`src/rtl/fetch_pkg.sv`:
```
// fetch_pkg: shared types and constants for the fetch controller
package fetch_pkg;
  localparam int XLEN_DEFAULT = 32;
  localparam logic [31:0] NOP_INSTR_WORD = 32'h0000_0013;
  typedef enum logic [2:0] {BOOT, ISSUE, WAIT, HOLD, HALT} fetch_state_e;
endpackage

```
`src/rtl/fetch_controller.sv`:
```
// fetch_controller: sequences the PC and imem port, hands instructions to decode
module fetch_controller import fetch_pkg::*; #(
  parameter int XLEN = XLEN_DEFAULT,
  parameter logic [XLEN-1:0] NOP_INSTR = XLEN'(NOP_INSTR_WORD)
) (
  input  logic            clk,
  input  logic            reset,
  input  logic [XLEN-1:0] pc,
  output logic            pc_stall,
  output logic            pc_branch_taken,
  output logic [XLEN-1:0] pc_branch_target,
  output logic            imem_req,
  output logic [XLEN-1:0] imem_addr,
  input  logic            imem_gnt,
  input  logic            imem_rvalid,
  input  logic [XLEN-1:0] imem_rdata,
  input  logic            redirect,
  input  logic [XLEN-1:0] redirect_target,
  output logic            instr_valid,
  output logic [XLEN-1:0] instr,
  output logic [XLEN-1:0] instr_pc,
  input  logic            instr_ready,
  output logic            fetch_fault
);
  fetch_state_e state, state_next;
  logic kill, kill_next;
  logic [XLEN-1:0] hold;
  logic fault, redir, granted, bypass, held;
  assign fault = redirect && (redirect_target[1:0] != 2'b00) && state != HALT;
  assign redir = redirect && (redirect_target[1:0] == 2'b00) && state != HALT;
  assign granted = state == ISSUE && imem_gnt && !fault;
  assign bypass = state == WAIT && imem_rvalid && !kill && !redirect;
  assign held = state == HOLD && !redirect;
  assign pc_stall = !(redir || granted);
  assign pc_branch_taken = redir;
  assign pc_branch_target = redirect_target;
  assign imem_req = state == ISSUE;
  assign imem_addr = pc;
  assign instr_valid = bypass || held;
  assign instr = held ? hold : bypass ? imem_rdata : NOP_INSTR;
  // Next-state and kill-flag logic; a fault overrides all sequencing
  always_comb begin
    state_next = state;
    kill_next = kill;
    if (fault) begin
      state_next = HALT;
      kill_next = 1'b0;
    end else begin
      case (state)
        BOOT: state_next = ISSUE;
        ISSUE: if (imem_gnt) begin
          state_next = WAIT;
          kill_next = redir;
        end
        WAIT: if (imem_rvalid) begin
          kill_next = 1'b0;
          state_next = (kill || redir || instr_ready) ? ISSUE : HOLD;
        end else if (redir) kill_next = 1'b1;
        HOLD: state_next = (redir || instr_ready) ? ISSUE : HOLD;
        HALT: state_next = HALT;
        default: state_next = BOOT;
      endcase
    end
  end
  // State, kill flag, sticky fault, instruction address and hold register
  always_ff @(posedge clk) begin
    if (reset) begin
      state <= BOOT;
      kill <= 1'b0;
      fetch_fault <= 1'b0;
      instr_pc <= '0;
      hold <= '0;
    end else begin
      state <= state_next;
      kill <= kill_next;
      if (fault) fetch_fault <= 1'b1;
      if (granted) instr_pc <= pc;
      if (bypass && !instr_ready) hold <= imem_rdata;
    end
  end
endmodule
```
`config.mk`:
```
export PLATFORM = sky130hd
export DESIGN_NAME = fetch_controller
export DESIGN_NICKNAME = d
export VERILOG_FILES = /design/src/rtl/fetch_pkg.sv /design/src/rtl/fetch_controller.sv
export SDC_FILE = /design/constraint.sdc
export NUM_CORES = 1
export LEC_CHECK = 0
export ABC_AREA = 1
export BUFFER_PORTS_ARGS = -buffer_cell sky130_fd_sc_hd__buf_4
export CAP_MARGIN = 20
export CORE_MARGIN = 1
export CORE_UTILIZATION = 42
export DETAILED_ROUTE_END_ITERATION = 7
export PLACE_DENSITY = 0.88
export SYNTH_ARGS = -nofsm -noshare
export SYNTH_HDL_FRONTEND = slang
export SYNTH_SLANG_ARGS = --single-unit
```
`constraint.sdc`:
```
create_clock -name clk -period 1.73 [get_ports clk]
set_input_delay 0 -clock clk [delete_from_list [all_inputs] [get_ports clk]]
set_output_delay 0 -clock clk [all_outputs]
set_load 0.02 [all_outputs]
```
# Word level (Yosys, flattened, before mapping)
# Index checks and enable logic that the tools add are counted.
# Widths: inputs -> output; s select.
# op_classes
eq_ne,10
n_mux,12
n_reduce_logical,29
# ops
operator,count
$mux 32,2
$pmux 3 s5,1
$logic_and 1x1->1,11
$mux 3,3
$ne 3x3->1 const B,3
$eq 3x2->1 const B,2
$logic_not 1->1,5
$logic_or 1x1->1,5
$mux 2,2
$reduce_and 2->1,2
$reduce_bool 2->1,2
$eq 3x1->1 const B,1
$eq 3x3->1 const B,1
$logic_not 3->1,1
$mux 1,3
$ne 3x1->1 const B,1
$reduce_and 3->1,1
$logic_not 2->1,1
$ne 2x1->1 const B,1
$ne 2x2->1 const B,1
$pmux 1 s2,1
$reduce_or 2->1,1
# totals
reg_bits,69
elab_cells,57

# Depth between registers and ports, before layout
# logic_depth
depth_word,9
ltp_mapped,8

# Worst setup path before layout
# Ideal clock, no wire load.
# synth_path
path_type,register -> output
start,register state[2]
end,output instr[22]
t_arrival_ns,1.318
required_ns,1.730
slack_ns,0.412
path_stages_with_launch,7
n_path_buf,1
cell_sequence,dfxtp_1 > inv_2 > nand2_2 > nor2_4 > nand3_1 > clkbuf_1 > o22ai_1
# synth_between
elab_chain_cells,6
# synth_lines
element,line,rtl
start: declaration,fetch_controller.sv:25,"fetch_state_e state, state_next;"
start signal: assignment,fetch_controller.sv:74,state <= state_next;
$eq 3x2->1,fetch_controller.sv:32,assign bypass = state == WAIT && imem_rvalid && !kill && !redirect;
$logic_and 1x1->1 (3 in a row),fetch_controller.sv:32,
$mux 32,fetch_controller.sv:40,assign instr = held ? hold : bypass ? imem_rdata : NOP_INSTR;
$mux 32 *,fetch_controller.sv:40,
end: declaration,fetch_controller.sv:20,"output logic [XLEN-1:0] instr,"
# Mark *: on every way between the ends. The rest lies on a longest branch, timed or not.

# Final worst setup path
# layout_path
start,input imem_rvalid
end,output instr[31]
# layout_between
elab_chain_cells,5
# layout_lines
element,line,rtl
start: declaration,fetch_controller.sv:15,"input logic imem_rvalid,"
$logic_and 1x1->1 (3 in a row),fetch_controller.sv:32,
$mux 32 (2 in a row),fetch_controller.sv:40,
# No other way between the ends.

==> results.md <==
- Status: complete, no violations
- Post-Synth XOR/XNOR Area: 0
- Multi-input logic area: 0.00125 mm^2
- DR pass1 iterations: 5
- Sequential fraction of the synthesis area: 0.395
- Synth Area in Simple Gates: 0.176
- CTS Buf Count: 9
- Actual slew at the worst max-slew pin: 0.583 ns
- Root Buffer: clkbuf_8
- Final setup fails: 0
- PwrDens: 719 mW/mm^2
- DRT antenna net count: 0
- Critical path cell sequence: dlygate4sd3_1 -> buf_4 -> inv_1 -> nor2_1 -> nand3_4 -> buf_12 -> o22ai_1 -> buf_4
- Max FO, Critical Path: 30
- CTS tree: built
- Synth area leaders: dfxtp_1 (40%), buf_4 (14%), nor2_1 (11%), o21ai_0 (8.3%), inv_1 (8.0%)
- Arr. time, crit path: 1.70 ns
- Clk_lat worst skew: 0.34 ns
- Via/cell ratio: 4.78
- DRT iter0 DRCs: 118
- Vias: 3,675
- P&R area growth vs syn: 51.8%
- Unique masters post-synth: 24
- Slew headroom: 0.611
- Crit path largest cell delay: 0.53 ns
- Number of synthesized flops with an enable pin: 0
- CP dominant cell by count: buf_4
- WL/cell: 13.2 um
- Clk_skew: 0.0117 ns
- Largest family of logic cells by synthesized area: buffers and inverters
- Max IR drop VDD: 377 uV
- Ratio of cells with drive above 1 in the final layout: 0.319
- Post-Syn Nets: 594
- Top FF cell, synth: dfxtp_1
- Htree depth: 3
- Most frequent cells after synthesis: nor2_1 (98), inv_1 (74), dfxtp_1 (69), buf_4 (67), o21ai_0 (58)
- Boundary pin count: 235
- CP Capture Type: output port
- Worst setup SP type: input port
- Synth Area in Compound Gates: 0.172
- Placed inst area: 0.00439 mm^2
- First-pass GRT wire length: 15,500 um
- Cells after Synth: 492
- Sequential cell area: 0.00138 mm^2
- Nets: 764
- Initial antenna violation count: 0
- Multiplexer share of the synthesized area: 0
- Die area: 0.00869 mm^2
- Die width: 93.2 um
- Leading area contributor after synthesis: dfxtp_1
- Fin crit share: 0.985
- Clk buf depth: 2
- Die Ht: 93.2 um
- Syn avg cell area: 7.10 um^2
- CTS sink cnt: 69
- Max Clk Rate: 0.587 GHz
- Worst EP required: 1.73 ns
- Overall routed net length: 10,100 um
- RD Place Congestion: 0.904
- Via count of the first global-routing pass: 3,437
- Critical-path top delay cell: dlygate4sd3_1
- CP top delay family: buffers and inverters
- Bufs and invs on worst path: 5
- Register bit total from synthesis: 69
- Rows: 32
- Largest net degree at the start of global routing: 65
- Hold Crit Class: input port to output port
- Initial Util: 0.443
- GRT Resource Usage Total: 0.228
- Adder-cell share of the synthesized area: 0
- Mapped Area: 0.00349 mm^2
- Drt drc: 0
- Final critical-path required period: 1.70 ns
- Asr flop ratio synth: 0
- P_leak: 2.63 nW
- Core box area: 0.00789 mm^2
- Hold_ws: 0.00000884 ns
- Yosys top cell area share: 0.395
- Final Instance Area: 0.00530 mm^2
- Antenna cells: 0
- Port bufs: 174
- Final hold viol count: 0
- Fillers: 621
- YS warnings: 0
- Grt ovf: 0
- Post-DP HPWL: 6340 um
- Slew Limit Fails: 0
- Max_cap viols: 0
- WS Path Type: input port to output port
- Most frequent cell after synthesis: nor2_1
- Post-route setup TNS: 0 ns
-- layout make-up --
type,instances,share of cell area
clock buffers,12,0.0274
clock inverters,4,0.00897
inverters,77,0.0555
multi-input cells,258,0.236
flip-flops and latches,69,0.261
well taps,102,0.0241
repair buffers,247,0.388
-- registers in the layout (all words and copies together), names as in the netlist --
register     flops
fetch_fault      1
hold            32
instr_pc        32
kill             1
state            3
-- final timing paths --
check / to / slack [ns] / cells past startpoint / from
setup / recovery: instr[31] / 0.03 / 8 / imem_rvalid
hold / removal: pc_branch_target[30] / 0.000009 / 0 / redirect_target[30]
setup reg to reg: hold[3] / 0.20 / 8 / state[2]
hold reg to reg: hold[0] / 0.45 / 2 / hold[0]
-- report_power, final --
group	switching, mW	internal, mW	leakage (nW)
clock network	0.592	0.702	0.0964
logic	0.416	0.411	1.97
registers	0.0377	1.65	0.559
total	1.05	2.76	2.63
-- metrics by stage --
step	util	setup WS, ns	instances	power [mW]
final	0.672	0.0254	769	3.81
after global routing	0.672	-0.0137	769	3.98
after CTS	0.665	0.000268	767	3.82
after detailed placement	0.556	0.214	686	2.41
after global placement	0.556	0.321	686	2.39
after floorplan	-	0.412	492	2.23
-- worst reg2reg max path: stages (launching register included) --
cell and delay [ns]:
dfxtp_1 0.33, inv_2 0.09, nand2_2 0.08, nor2_4 0.17, buf_4 0.15, nand4_4 0.08, buf_12 0.20, o21ai_0 0.22
nor2_1 0.06
-- metal layers --
layer | global-route usage | part of all wire
met4 | 0.109 | 0.019
met2 | 0.422 | 0.53
met1 | 0.239 | 0.38
met5 | 0 | 0
met3 | 0.0561 | 0.070
-- logic make-up after synthesis --
logic type             count (synthesis)
buffers and inverters                165
and+or+nand+nor                      147
AOI/OAI and AO/OA                    111
DFF                                   69
-- cell usage in the layout, fill, tap and decap left out, types with 3 or more instances in the layout --
master and instances:
nand2_1 38, buf_4 179, a21oi_1 9, o22ai_2 4
o21ai_1 12, nor2_1 98, dfxtp_1 68, dlygate4sd3_1 65
o21ai_0 58, inv_1 74, nand3_2 3, buf_12 3
o22ai_1 25, clkbuf_8 10
-- repair_timing --
action | in CTS | in global routing
pin swaps | 1 | 2
hold buffers | 65 | 0
setup buffers | 0 | 2
setup endpoints to repair | 30 | 33
gates resized for setup | 3 | 8
endpoints found under the hold margin | 65 | 0
Note: power is estimated with default switching activity, not from simulation.
